$ cat src/rtl/queue_occupancy_tracker.sv
// queue_occupancy_tracker: edge-detected arrival/departure counter with status band, sticky errors, peak and arrival total
module queue_occupancy_tracker #(
  parameter int MAX_COUNT   = 7,
  parameter int CW          = $clog2(MAX_COUNT + 1),
  parameter int ALMOST_FULL = 6,
  parameter int TW          = 16
) (
  input  logic          clk,
  input  logic          rst,
  input  logic          up,
  input  logic          down,
  input  logic          clear_err,
  input  logic          clear_peak,
  output logic [CW-1:0] pcount,
  output logic          empty,
  output logic          full,
  output logic          almost_full,
  output logic [1:0]    state,
  output logic          overflow,
  output logic          underflow,
  output logic          reject,
  output logic [CW-1:0] peak,
  output logic [TW-1:0] arrivals_total
);
  localparam logic [CW-1:0] MAX_C = CW'(MAX_COUNT);
  localparam logic [CW-1:0] AF_C  = CW'(ALMOST_FULL);
  logic          up_q, down_q, ovf_q, unf_q, rej_q;
  logic          ovf_d, unf_d, rej_d;
  logic [CW-1:0] pcount_q, pcount_d, peak_q, peak_d;
  logic [TW-1:0] total_q, total_d;
  logic          up_evt, down_evt, acc_up, rej_up, acc_dn, rej_dn;
  always_comb begin
    up_evt   = up & ~up_q;
    down_evt = down & ~down_q;
    acc_up   = up_evt & ~down_evt & (pcount_q != MAX_C);
    rej_up   = up_evt & ~down_evt & (pcount_q == MAX_C);
    acc_dn   = down_evt & ~up_evt & (pcount_q != '0);
    rej_dn   = down_evt & ~up_evt & (pcount_q == '0);
    pcount_d = acc_up ? pcount_q + 1'b1 : acc_dn ? pcount_q - 1'b1 : pcount_q;
    total_d  = total_q + TW'((up_evt & down_evt) | acc_up);
    // a new error in the same cycle as clear_err keeps the flag set
    ovf_d    = rej_up | (ovf_q & ~clear_err);
    unf_d    = rej_dn | (unf_q & ~clear_err);
    rej_d    = rej_up | rej_dn;
    peak_d   = (clear_peak || pcount_d > peak_q) ? pcount_d : peak_q;
  end
  always_ff @(posedge clk) begin
    if (rst) begin
      up_q     <= 1'b1;
      down_q   <= 1'b1;
      pcount_q <= '0;
      total_q  <= '0;
      peak_q   <= '0;
      ovf_q    <= 1'b0;
      unf_q    <= 1'b0;
      rej_q    <= 1'b0;
    end else begin
      up_q     <= up;
      down_q   <= down;
      pcount_q <= pcount_d;
      total_q  <= total_d;
      peak_q   <= peak_d;
      ovf_q    <= ovf_d;
      unf_q    <= unf_d;
      rej_q    <= rej_d;
    end
  end
  always_comb begin
    pcount         = pcount_q;
    empty          = pcount_q == '0;
    full           = pcount_q == MAX_C;
    almost_full    = pcount_q >= AF_C;
    state          = full ? 2'd3 : almost_full ? 2'd2 : empty ? 2'd0 : 2'd1;
    overflow       = ovf_q;
    underflow      = unf_q;
    reject         = rej_q;
    peak           = peak_q;
    arrivals_total = total_q;
  end
endmodule

$ cat config.mk
export PLATFORM = sky130hd
export DESIGN_NAME = queue_occupancy_tracker
export DESIGN_NICKNAME = d
export VERILOG_FILES = /design/src/rtl/queue_occupancy_tracker.sv
export SDC_FILE = /design/constraint.sdc
export NUM_CORES = 1
export LEC_CHECK = 0
export CAP_MARGIN = 20
export CORE_MARGIN = 10
export CORE_UTILIZATION = 35
export CTS_BUF_LIST = sky130_fd_sc_hd__clkbuf_8
export CTS_CLUSTER_SIZE = 40
export DETAILED_ROUTE_END_ITERATION = 7
export GPL_ROUTABILITY_DRIVEN = 0
export PLACE_DENSITY = 0.67
export SLEW_MARGIN = 20
export SYNTH_ARGS = -nofsm -noshare
export SYNTH_HDL_FRONTEND = slang
export SYNTH_SLANG_ARGS = --single-unit
$ cat constraint.sdc
create_clock -name clk -period 2.4 [get_ports clk]
set_input_delay 0.48 -clock clk [delete_from_list [all_inputs] [get_ports clk]]
set_output_delay 0.48 -clock clk [all_outputs]
set_load 0.03 [all_outputs]
==> Yosys cells after proc, flatten, opt, wreduce, memory -nomap -nowiden <==
Index checks and enable logic that the tools add are counted.
{ "word_totals": {"reg_bits": 27, "output_inout_bits": 30} }
{ "classes": {"addsub": 3, "order_cmp": 2, "n_eq_ne": 2, "mux": 5, "bitwise_logic": 20, "n_reduce_logical": 3} }
{ "op_table": {"columns": ["cell", "count"], "rows": [
  ["16-bit by 1-bit adder with 16-bit output", 1],
  ["1-bit AND", 11],
  ["3-bit 2-to-1 mux", 2],
  ["1-bit NOT", 5],
  ["2-bit 2-to-1 mux", 2],
  ["1-bit bitwise OR", 4],
  ["3-bit by 1-bit adder with 3-bit output (second input constant)", 1],
  ["3-bit == test (second input constant)", 1],
  ["3-bit greater-or-equal comparator (second input constant)", 1],
  ["3-bit > comparator", 1],
  ["3-bit logical NOT", 1],
  ["3-bit != test (second input constant)", 1],
  ["3-bit nonzero test", 1],
  ["3-bit by 1-bit subtractor with 3-bit output (second input constant)", 1],
  ["1-bit logical OR", 1],
  ["1-bit 2-to-1 mux", 1]
]} }

==> Logic depth before layout (Yosys ltp) <==
{ "logic_depth": {"word_depth": 9, "ltp_mapped": 12, "ltp_nobuf": 12} }

==> Least setup slack after synthesis <==
OpenSTA, ideal clock, no wires.
{ "synth_timing": {"path_kind": "register to register", "from": "reg pcount_q[1], in the netlist pcount[1]", "to": "reg peak_q[1], in the netlist peak[1]", "setup_ns": 0.091, "t_arrival_ns": 2.838, "t_required_ns": 2.309, "slack_ns": -0.529, "stages_incl_launch_ff": 11, "path_cell_list": "dfxtp_1 ha_1 ha_1 nor3_1 a211oi_1 nor2_1 ha_1 or2_2 a21oi_1 nor2_1 a311oi_1"} }
{ "synth_via": {"elab_chain_len": 6} }
{ "synth_rtl": {"columns": ["item", "line_no", "rtl"], "rows": [
  ["from (decl)", "29", "logic [CW-1:0] pcount_q, pcount_d, peak_q, peak_d;"],
  ["from (signal assigned)", "60", "pcount_q <= pcount_d;"],
  ["branches (longest 3 deep; another with 3-bit by 1-bit subtractor with 3-bit output)", null, null],
  ["3-bit 2-to-1 mux *", "39", "pcount_d = acc_up ? pcount_q + 1'b1 : acc_dn ? pcount_q - 1'b1 : pcount_q;"],
  ["named net pcount_d[2]", "29", null],
  ["3-bit > comparator *", "45", "peak_d = (clear_peak || pcount_d > peak_q) ? pcount_d : peak_q;"],
  ["1-bit logical OR *", "45", null],
  ["to (signal assigned)", "62", "peak_q <= peak_d;"],
  ["to (decl)", "29", null]
]} }
Mark *: on every way through the listed nets, which the timed path passes.
A chain may end at the register's enable or synchronous reset.

==> Final worst setup path <==
{ "layout_timing": {"from": "in up", "to": "reg peak_q[1], in the netlist peak[1]"} }
{ "layout_via": {"elab_chain_len": 8} }
{ "layout_rtl": {"columns": ["item", "line_no", "rtl"], "rows": [
  ["from (decl)", "10", "input logic up,"],
  ["1-bit AND *", "33", "up_evt = up & ~up_q;"],
  ["1-bit NOT", "37", "acc_dn = down_evt & ~up_evt & (pcount_q != '0);"],
  ["1-bit AND (2 in a row)", "37", null],
  ["3-bit 2-to-1 mux", "39", null],
  ["3-bit 2-to-1 mux *", "39", null],
  ["named net pcount_d[2]", "29", null],
  ["3-bit > comparator *", "45", null],
  ["1-bit logical OR *", "45", null]
]} }
The timed path passes the listed nets; every way through them passes the cells marked *.

==> impl_metrics.yaml <==
clocking:
  clk_pin_slew_ns: 0.10
  numCtsBuffers: 3
  insertion_delay_ns: 0.28
  cts.htree.levels: 1
  cts_sinks: 27
  hold_buffers: 0
  cts_tree: "yes"
  cts_max_path_buffers: 2
  cts_root_buf: "clkbuf_8"
synth:
  ys_types: 37
  synth_seq_area_share_pct: 39.1
  yosys_register_bits: 27
  avgSynthCellArea_um2: 8.69
  syn-cell-area_um2: 1380
  synth_cells: 159
  syn_nets: 175
  yosys_warnings: 0
setup_path:
  crit_arrival_ns: 2.60
  path_max_fanout: 3
  end_kind: "register"
  path_class: "input pin to register"
  required_ns: 2.60
  critPathLaunchType: "input pin"
  reg2reg_slack_ns: 0.01
global_routing:
  antenna_found_initial: 0
  grt_pass1_vias: 1296
  overflow: 0
  grt.total_usage_pct: 10.4
  grt_pass1_wl_mm: 6.15
  grt_max_degree: 29
finish:
  seq_area_um2: 549
  stdcell_area_um2: 2150
  final_common_cell: "clkdlybuf4s50_1"
  n_fill_cell: 346
  syn_to_final_growth_pct: 55.9
  drive_gt1_share_pct: 28.9
  mostFrequentLayoutCells: "31 x clkdlybuf4s50_1, 24 x dfxtp_1, 24 x buf_4"
  num_antenna_cells: 0
  nets: 235
  multi_input_area_um2: 931
pwr:
  p_switching_w: 0.000330
  leakagePower_nw: 0.850
  swShare_pct: 31.0
  peakVddDrop_mv: 0.286
  power_frac_seq_pct: 44.9
  combinationalPowerShare_pct: 29.1
  clkPwrFrac_pct: 26.0
  pwr_density_cell_nw_per_um2: 494
  internal_power_w: 0.000734
floorplan:
  chipHeight_um: 82.8
  floorplan.initialDensity_pct: 36.9
  die_w_um: 82.8
  core_um2: 3740
  rows: 22
  ios: 36
  die_area_um2: 6860
drt:
  first_pass_iters: 4
  route.vias.total: 1333
  drc: 0
  drtAntennaViolNets: 0
  routedWlPerCell_um: 14.6
  vias_per_cell: 5.01
  routed_wl_mm: 3.88
  drt_iter0_markers: 127
timing:
  layout_setup_ws_ns: -0.00707
  rsz0062_at_grt: "true"
  slew_viol_final: 0
  finalCriticalPeriod_ns: 2.41
  fmax_mhz: 415
  timing.final.crit_share_pct: 100
  tightest_slew_ns: 0.326
  hold_viol: 0
  skew_ns: 0.00513
  setup_viol: 2
  tns_ns: -0.0115
  relSlewSlack_pct: 78.2
placed_design:
  portBuffers: 35
  dp_hpwl_mm: 2.71
  place_ws_ns: -0.533
  dpl_cell_area_um2: 1940
run_status:
  status: "complete, but fails checks"
  violations: "setup timing"
min_path:
  min_path_type: "register to register"
run:
  maxCapViolations: 0
## power by group through the flow
stage | Sequential (W) | Clock, W | Combinational, W
global placement | 0.000487 | 0 | 0.000235
finish | 0.000478 | 0.000276 | 0.000310
global route | 0.000481 | 0.000298 | 0.000333
floorplan | 0.000511 | 0 | 0.000120
detailed placement | 0.000488 | 0 | 0.000240
CTS | 0.000479 | 0.000286 | 0.000286
## repair_timing
item	in CTS	in global routing
setup endpoints to repair	4	5
gates resized for setup	18	6
pin swaps	11	6
gates cloned	0	0
buffers inserted	4	6
## cell type report
| cell class | instances | area share, % |
|---|---|---|
| Multi-Input combinational cell | 119 | 43.2 |
| Tap cell | 48 | 2.79 |
| Inverter | 9 | 1.69 |
| Clock buffer | 3 | 1.92 |
| Sequential cell | 27 | 25.5 |
| Clock inverter | 1 | 0.291 |
| Timing Repair Buffer | 59 | 24.6 |
## state kept, by name, indices dropped and copies added (netlist names)
name and flops:
overflow 1, down_q 1, arrivals_total 16, pcount 3, reject 1, underflow 1, up_q 1, peak 3
## critical path: stages
cell and delay, ns:
dlygate4sd2_1 0.26, and2b_2 0.24, buf_4 0.14, nor2_1 0.21
a211oi_2 0.13, nor2_1 0.15, ha_1 0.27, or2_4 0.27
a21oi_2 0.15, nor2_2 0.07, a311oi_2 0.23
## Yosys cell counts (all sizes together)
library cell | instances | share of area, %
xnor2 | 4 | 2.5
or4 | 2 | 1.1
nor3b | 1 | 0.54
dfxtp | 27 | 39
a21o | 2 | 1.1
and2 | 1 | 0.45
a31oi | 1 | 0.45
nor4 | 4 | 2.3
nor2b | 4 | 1.8
and2b | 2 | 1.2
nor2 | 16 | 4.3
a211o | 1 | 0.63
a211oi | 1 | 0.54
o21a | 1 | 0.54
xor2 | 8 | 5.1
a311oi | 1 | 0.63
nand2b | 6 | 2.7
buf | 1 | 0.54
mux2 | 1 | 0.82
or2 | 4 | 1.8
nand2 | 7 | 1.9
nand3 | 9 | 3.6
nor3 | 6 | 2.2
o32ai | 2 | 1.3
and3 | 2 | 0.91
and4 | 2 | 1.3
a21oi | 10 | 3.6
nand4 | 5 | 2.3
o21ai | 4 | 1.4
o211ai | 1 | 0.54
inv | 9 | 2.4
or3 | 1 | 0.45
clkbuf | 3 | 0.82
ha | 10 | 9.1
## per-layer routing
| layer | vias to the layer above | global-route usage (%) | wire length, um | part of all wire, % |
|---|---|---|---|---|
| met5 | - | 0 | 0 | 0 |
| met2 | 25 | 17.5 | 1990 | 51 |
| met4 | 0 | 5.38 | 40 | 1.0 |
| met1 | 627 | 12.0 | 1680 | 43 |
| met3 | 2 | 2.05 | 171 | 4.4 |
| li1 | 679 | - | - | - |
## path summary, 6_finish.rpt
| check | start | cells past startpoint | end |
|---|---|---|---|
| setup / recovery | up | 11 | peak[1] |
| hold / removal | overflow | 2 | overflow |
| setup reg to reg | pcount[0] | 10 | peak[1] |
| hold reg to reg | overflow | 2 | overflow |
## metrics by stage
stage	hold WS (ns)	cells	utilization (%)	power, W
final	0.480	266	57.5	0.00106
after CTS	0.485	260	55.6	0.00105
after detailed placement	0.468	252	51.9	0.000729
after global routing	0.511	266	57.5	0.00111
after floorplan	0.587	159	-	0.000632
after global placement	0.459	252	51.9	0.000722
## kinds of logic (layout without fill, tap and decap cells)
group | after synthesis | in the layout | synth area share, %
DFF | 27 | 27 | 39.1
buffers and inverters | 13 | 72 | 3.80
adders and majority gates | 10 | 10 | 9.06
muxes | 1 | 1 | 0.815
xor gates and xnor gates | 12 | 12 | 7.61
and+or+nand+nor | 72 | 72 | 28.8
AOI/OAI and AO/OA | 24 | 24 | 10.8
(Power assumes the default switching activity.)
